**config.mk**
```make
export PLATFORM = sky130hd
export DESIGN_NAME = tx_link_ctrl
export DESIGN_NICKNAME = d
export VERILOG_FILES = /design/src/rtl/tx_link_ctrl.sv
export SDC_FILE = /design/constraint.sdc
export NUM_CORES = 1
export LEC_CHECK = 0
export ABC_AREA = 1
export CAP_MARGIN = 10
export CORE_MARGIN = 2
export CORE_UTILIZATION = 25
export CTS_BUF_LIST = sky130_fd_sc_hd__clkbuf_8
export DETAILED_ROUTE_END_ITERATION = 10
export PLACE_DENSITY = 0.44
export SYNTH_ARGS = -nofsm -noshare
export SYNTH_HDL_FRONTEND = slang
export SYNTH_SLANG_ARGS = --single-unit
```
**constraint.sdc**
```tcl
create_clock -name clk -period 4.2 [get_ports clk]
set_clock_uncertainty 0.05 [all_clocks]
set_input_delay 0.63 -clock clk [delete_from_list [all_inputs] [get_ports clk]]
set_output_delay 0.63 -clock clk [all_outputs]
set_load 0.005 [all_outputs]
```
**src/rtl/tx_link_ctrl.sv**
```systemverilog
// JESD204-style transmit link controller: walks IDLE -> CGS -> ILAS -> DATA and
// selects the character for each of the four octets carried per link-clock cycle.
module tx_link_ctrl (
    input  logic        clk,
    input  logic        rst_n,
    input  logic        en,
    input  logic        sync_n,
    input  logic        lmfc_synced,
    input  logic [3:0]  ms,
    input  logic [3:0]  me,
    output logic [11:0] oct_sel,
    output logic [1:0]  state,
    output logic [1:0]  mf_idx,
    output logic        link_up,
    output logic        err
);

    typedef enum logic [1:0] {
        ST_IDLE = 2'd0,
        ST_CGS  = 2'd1,
        ST_ILAS = 2'd2,
        ST_DATA = 2'd3
    } state_t;

    localparam logic [2:0] SEL_DATA = 3'd0;
    localparam logic [2:0] SEL_K    = 3'd1;
    localparam logic [2:0] SEL_R    = 3'd2;
    localparam logic [2:0] SEL_A    = 3'd3;
    localparam logic [2:0] SEL_Q    = 3'd4;
    localparam logic [2:0] SEL_ILA  = 3'd5;

    state_t     st_q;
    logic [1:0] mf_q;
    logic       q_pend_q;
    logic [1:0] low_cnt_q;
    logic       err_q;
    logic       sync_meta_q;
    logic       sync_q;

    logic [3:0]  ms_l;
    logic [3:0]  me_l;
    logic        cgs_exit;
    logic        walk;
    logic        ilas_done;
    logic        q_nx;
    logic [1:0]  mf_nx;
    logic [11:0] sel_c;
    logic        lmfc_loss;
    logic        resync;

    // Isolate the lowest set bit so malformed words with several markers still resolve.
    function automatic logic [3:0] lowest_bit(input logic [3:0] v);
        return v & (~v + 4'd1);
    endfunction

    assign ms_l      = lowest_bit(ms);
    assign me_l      = lowest_bit(me);
    assign cgs_exit  = (st_q == ST_CGS) && en && sync_q && lmfc_synced && (ms != 4'd0);
    assign lmfc_loss = !lmfc_synced;
    assign resync    = !sync_q && (low_cnt_q == 2'd3);

    // Octets are scanned low to high; the multiframe index and the pending /Q/
    // ripple across the word so a marker anywhere in it is handled in one cycle.
    always_comb begin
        walk      = (st_q == ST_ILAS);
        ilas_done = 1'b0;
        mf_nx     = mf_q;
        q_nx      = (st_q == ST_ILAS) && q_pend_q;
        sel_c     = 12'd0;
        for (int i = 0; i < 4; i++) begin
            if (cgs_exit && ms_l[i]) begin
                walk = 1'b1;
            end
            if (ilas_done) begin
                sel_c[3*i +: 3] = SEL_DATA;
            end else if (walk) begin
                if (ms_l[i]) begin
                    sel_c[3*i +: 3] = SEL_R;
                    q_nx            = (mf_nx == 2'd1);
                end else if (me_l[i]) begin
                    sel_c[3*i +: 3] = SEL_A;
                    q_nx            = 1'b0;
                    if (mf_nx == 2'd3) begin
                        ilas_done = 1'b1;
                    end else begin
                        mf_nx = mf_nx + 2'd1;
                    end
                end else if (q_nx) begin
                    sel_c[3*i +: 3] = SEL_Q;
                    q_nx            = 1'b0;
                end else begin
                    sel_c[3*i +: 3] = SEL_ILA;
                end
            end else if (st_q == ST_DATA) begin
                sel_c[3*i +: 3] = SEL_DATA;
            end else begin
                sel_c[3*i +: 3] = SEL_K;
            end
        end
    end

    assign oct_sel = sel_c;
    assign state   = cgs_exit ? ST_ILAS : st_q;
    assign mf_idx  = mf_q;
    assign link_up = (st_q == ST_DATA);
    assign err     = err_q;

    always_ff @(posedge clk or negedge rst_n) begin
        if (!rst_n) begin
            st_q        <= ST_IDLE;
            mf_q        <= 2'd0;
            q_pend_q    <= 1'b0;
            low_cnt_q   <= 2'd0;
            err_q       <= 1'b0;
            sync_meta_q <= 1'b0;
            sync_q      <= 1'b0;
        end else begin
            sync_meta_q <= sync_n;
            sync_q      <= sync_meta_q;
            if (!en) begin
                st_q      <= ST_IDLE;
                mf_q      <= 2'd0;
                q_pend_q  <= 1'b0;
                low_cnt_q <= 2'd0;
                err_q     <= 1'b0;
            end else begin
                case (st_q)
                    ST_IDLE: begin
                        st_q <= ST_CGS;
                    end
                    ST_CGS: begin
                        low_cnt_q <= 2'd0;
                        if (cgs_exit) begin
                            st_q     <= ST_ILAS;
                            mf_q     <= mf_nx;
                            q_pend_q <= q_nx;
                        end
                    end
                    ST_ILAS, ST_DATA: begin
                        if (lmfc_loss || resync) begin
                            st_q      <= ST_CGS;
                            mf_q      <= 2'd0;
                            q_pend_q  <= 1'b0;
                            low_cnt_q <= 2'd0;
                            if (lmfc_loss) begin
                                err_q <= 1'b1;
                            end
                        end else begin
                            low_cnt_q <= sync_q ? 2'd0 : low_cnt_q + 2'd1;
                            if (st_q == ST_ILAS) begin
                                if (ilas_done) begin
                                    st_q     <= ST_DATA;
                                    mf_q     <= 2'd0;
                                    q_pend_q <= 1'b0;
                                end else begin
                                    mf_q     <= mf_nx;
                                    q_pend_q <= q_nx;
                                end
                            end
                        end
                    end
                    default: begin
                        st_q <= ST_IDLE;
                    end
                endcase
            end
        end
    end

endmodule

```
==> impl_metrics.csv <==
group,metric,value,unit
setup_path,path_max_fanout,6,
grt,grt_antenna_before_repair,0,
setup_path,startpoint,"ms[0]",
pwr,p_total,0.278,mW
timing,slew_headroom,67.3,%
synthesis,synth_nets,178,
timing,finalSetupViolCount,0,
synthesis,synth_ff_type,"dfrtp_1",
setup_path,reg2reg_from,"st_q[1]",
synthesis,synthTopCellsByCount,"nand2_1, inv_1, nor2_1",
pwr,clockPowerShare,34.1,%
clock_network,cts_root_buffer,"clkbuf_8",
pwr,p_leak,0.706,nW
timing,period_share,86.4,%
layout,stdcell_count,248,
timing,tightestPinTransition,489,ps
synthesis,yosysUniqueCellTypes,30,
hold_path,hp-class,"reg2reg",
setup_path,endpoint_kind,"output pin",
synthesis,synth-seq-area-share,22.0,%
placed_design,place_inst,245,
layout,area_delta_synth_final,34.7,%
timing,slew_violations,0,
placed_design,dpl.hpwl,2.69,mm
pwr,seqPwrFrac,37.6,%
grt,grt_max_degree,11,
timing,timing.final.crit_period,3630,ps
die,dieArea,5110,um^2
synthesis,synth-edff-count,0,
layout,antennaDiodeCount,0,
layout,final_layout_size_suffix_gt1_share,19.4,%
grt,grt_pass1_vias,1156,
synthesis,ys_seq_elements,10,
routing,initialDrtViolationCount,28,
grt,grt.total_usage,13.0,%
routing,drc_errors,0,
grt,grt_pass1_wl,5.33,mm
timing,rsz0062_at_grt,"false",
hold_path,worstHoldStart,"sync_meta_q",
pwr,netSwitchingFraction,29.4,%
synthesis,synthArstFlopShare,100,%
pwr,power.density,181,nW/um^2
pwr,worst_ir_drop_vdd,0.166,mV
routing,wl,3.14,mm
synthesis,postSynthAreaPerCell,6.94,um^2
job,drv_cap,0,
die,rows,24,
pwr,p_switching,0.0817,mW
clock_network,cts_max_level,1,
clock_network,clk_pin_slew_worst_paths,40,ps
clock_network,clockBufferDepth,2,
die,die_h,71.5,um
timing,hold_violations,0,
clock_network,cts_setup_buffers,0,
clock_network,cts_hold_buf,0,
run_status,status,"completed",
clock_network,ctsResizeCount,0,
timing,fin_hold_ws,296,ps
die,ios,31,
synthesis,yosysWarnings,0,
grt,grt-ovfl-total,0,
setup_path,cp.required,3520,ps
routing,drt_pass1_iterations,4,
synthesis,netlist.area_leader.share,22.0,%
setup_path,start_kind,"input pin",
pwr,intPower,0.197,mW
layout,layout.nets,212,
routing,via_per_inst,4.65,
die,die_x,71.5,um
die,core_area,4380,um^2
routing,num_vias,1154,
setup_path,cp_data_arrival_time,2950,ps
layout,fill_cells,482,
synthesis,syn-cell-area,1140,um^2
placed_design,portBuffers,30,
clock_network,cts.sinks,10,
clock_network,worstSkewPairLatency,230,ps
pwr,comb_power_share,28.3,%
die,floorplan.initialDensity,26.0,%
synthesis,synth_most_common_cell,"nand2_1",
synthesis,synthCells,164,
routing,ant_nets,0,
placed_design,routabilityCongestion,0.798,
synthesis,synth_area_leaders,"dfrtp_1, nand2_1, inv_1",
setup_path,r2r_slack,2180,ps
timing,setup_tns,0,ps
timing,fmax,0.276,GHz
setup_path,critPathKind,"in2out",
synthesis,yosysTopAreaCell,"dfrtp_1",
clock_network,cts_made_buffers,3,
clock_network,cts_tree,"done",
routing,wire_per_inst,12.6,um
## worst paths after layout
check / to / depth (start not counted)
max: oct_sel[10] / 13
min: sync_q / 0
max in group asynchronous: sync_q / 1
min reg2reg: sync_q / 0
min in group asynchronous: low_cnt_q[1] / 1
max reg2reg: mf_idx[1] / 14
## metal layers
layer,GRT usage [%],vias to the layer above,wire length (um)
met5,0,-,0
met4,4.40,0,20
met3,0.563,2,105
met2,22.1,23,1460
met1,17.5,533,1550
li1,-,596,-
## cells by family (layout without fill, tap and decap cells)
logic type               count (synthesis)  after routing  share of synthesized area [%]
AO/OA/AOI/OAI                           25             25                           12.3
buffers and inverters                   32             64                           11.4
flip-flops                              10             10                           22.0
AND/OR/NAND/NOR                         96             96                           53.2
adder cells (fa/ha/maj)                  1              1                           1.10
## through the flow
step	util, %	setup slack [ps]	area [um^2]
CTS	35.0	556	1530
global route	35.0	428	1530
finish	35.0	570	1530
global placement	34.0	576	1490
detailed placement	34.0	576	1490
floorplan	-	1870	1140
## cells in the final DEF (no fill, tap or decap), types with 5 or more instances in the layout
cell              n
a21oi_1           8
clkdlybuf4s50_1  30
dfrtp_1          10
inv_1            25
inv_2             5
nand2_1          32
nand2_2           7
nand3_1           8
nand4_1           7
nor2_1           16
o21ai_0          10
## critical path, cell delays in order
cell             delay (ps)
clkdlybuf4s50_1         550
nor2_2                  200
inv_2                    90
nor2_1                  220
nor2_1                   70
nand2_1                 140
inv_1                    80
nand2_2                  80
nor2_2                   50
nor2_4                  130
inv_2                    60
nor3b_2                 140
clkdlybuf4s50_1         510
## registers in the layout, summed over array words and instances (netlist names)
register	flops
low_cnt_q	2
mf_idx	2
st_q	2
err	1
q_pend_q	1
sync_meta_q	1
sync_q	1
## power by group through the flow
stage | sequential [mW] | combinational (mW) | clock [mW]
final | 0.105 | 0.0787 | 0.0949
after global routing | 0.105 | 0.0869 | 0.104
after CTS | 0.105 | 0.0795 | 0.0985
after detailed placement | 0.106 | 0.0791 | 0
after global placement | 0.106 | 0.0790 | 0
after floorplan | 0.104 | 0.0434 | 0
## area by class of cell
cell class	instances	area, um^2	share of cell area, %
Clock buffer	3	41.3	2.69
Inverter	31	119	7.75
Multi-Input combinational cell	122	758	49.4
Sequential cell	10	250	16.3
Tap cell	52	65.1	4.24
Timing Repair Buffer	30	300	19.6
Power figures use the tool's default switching activity.
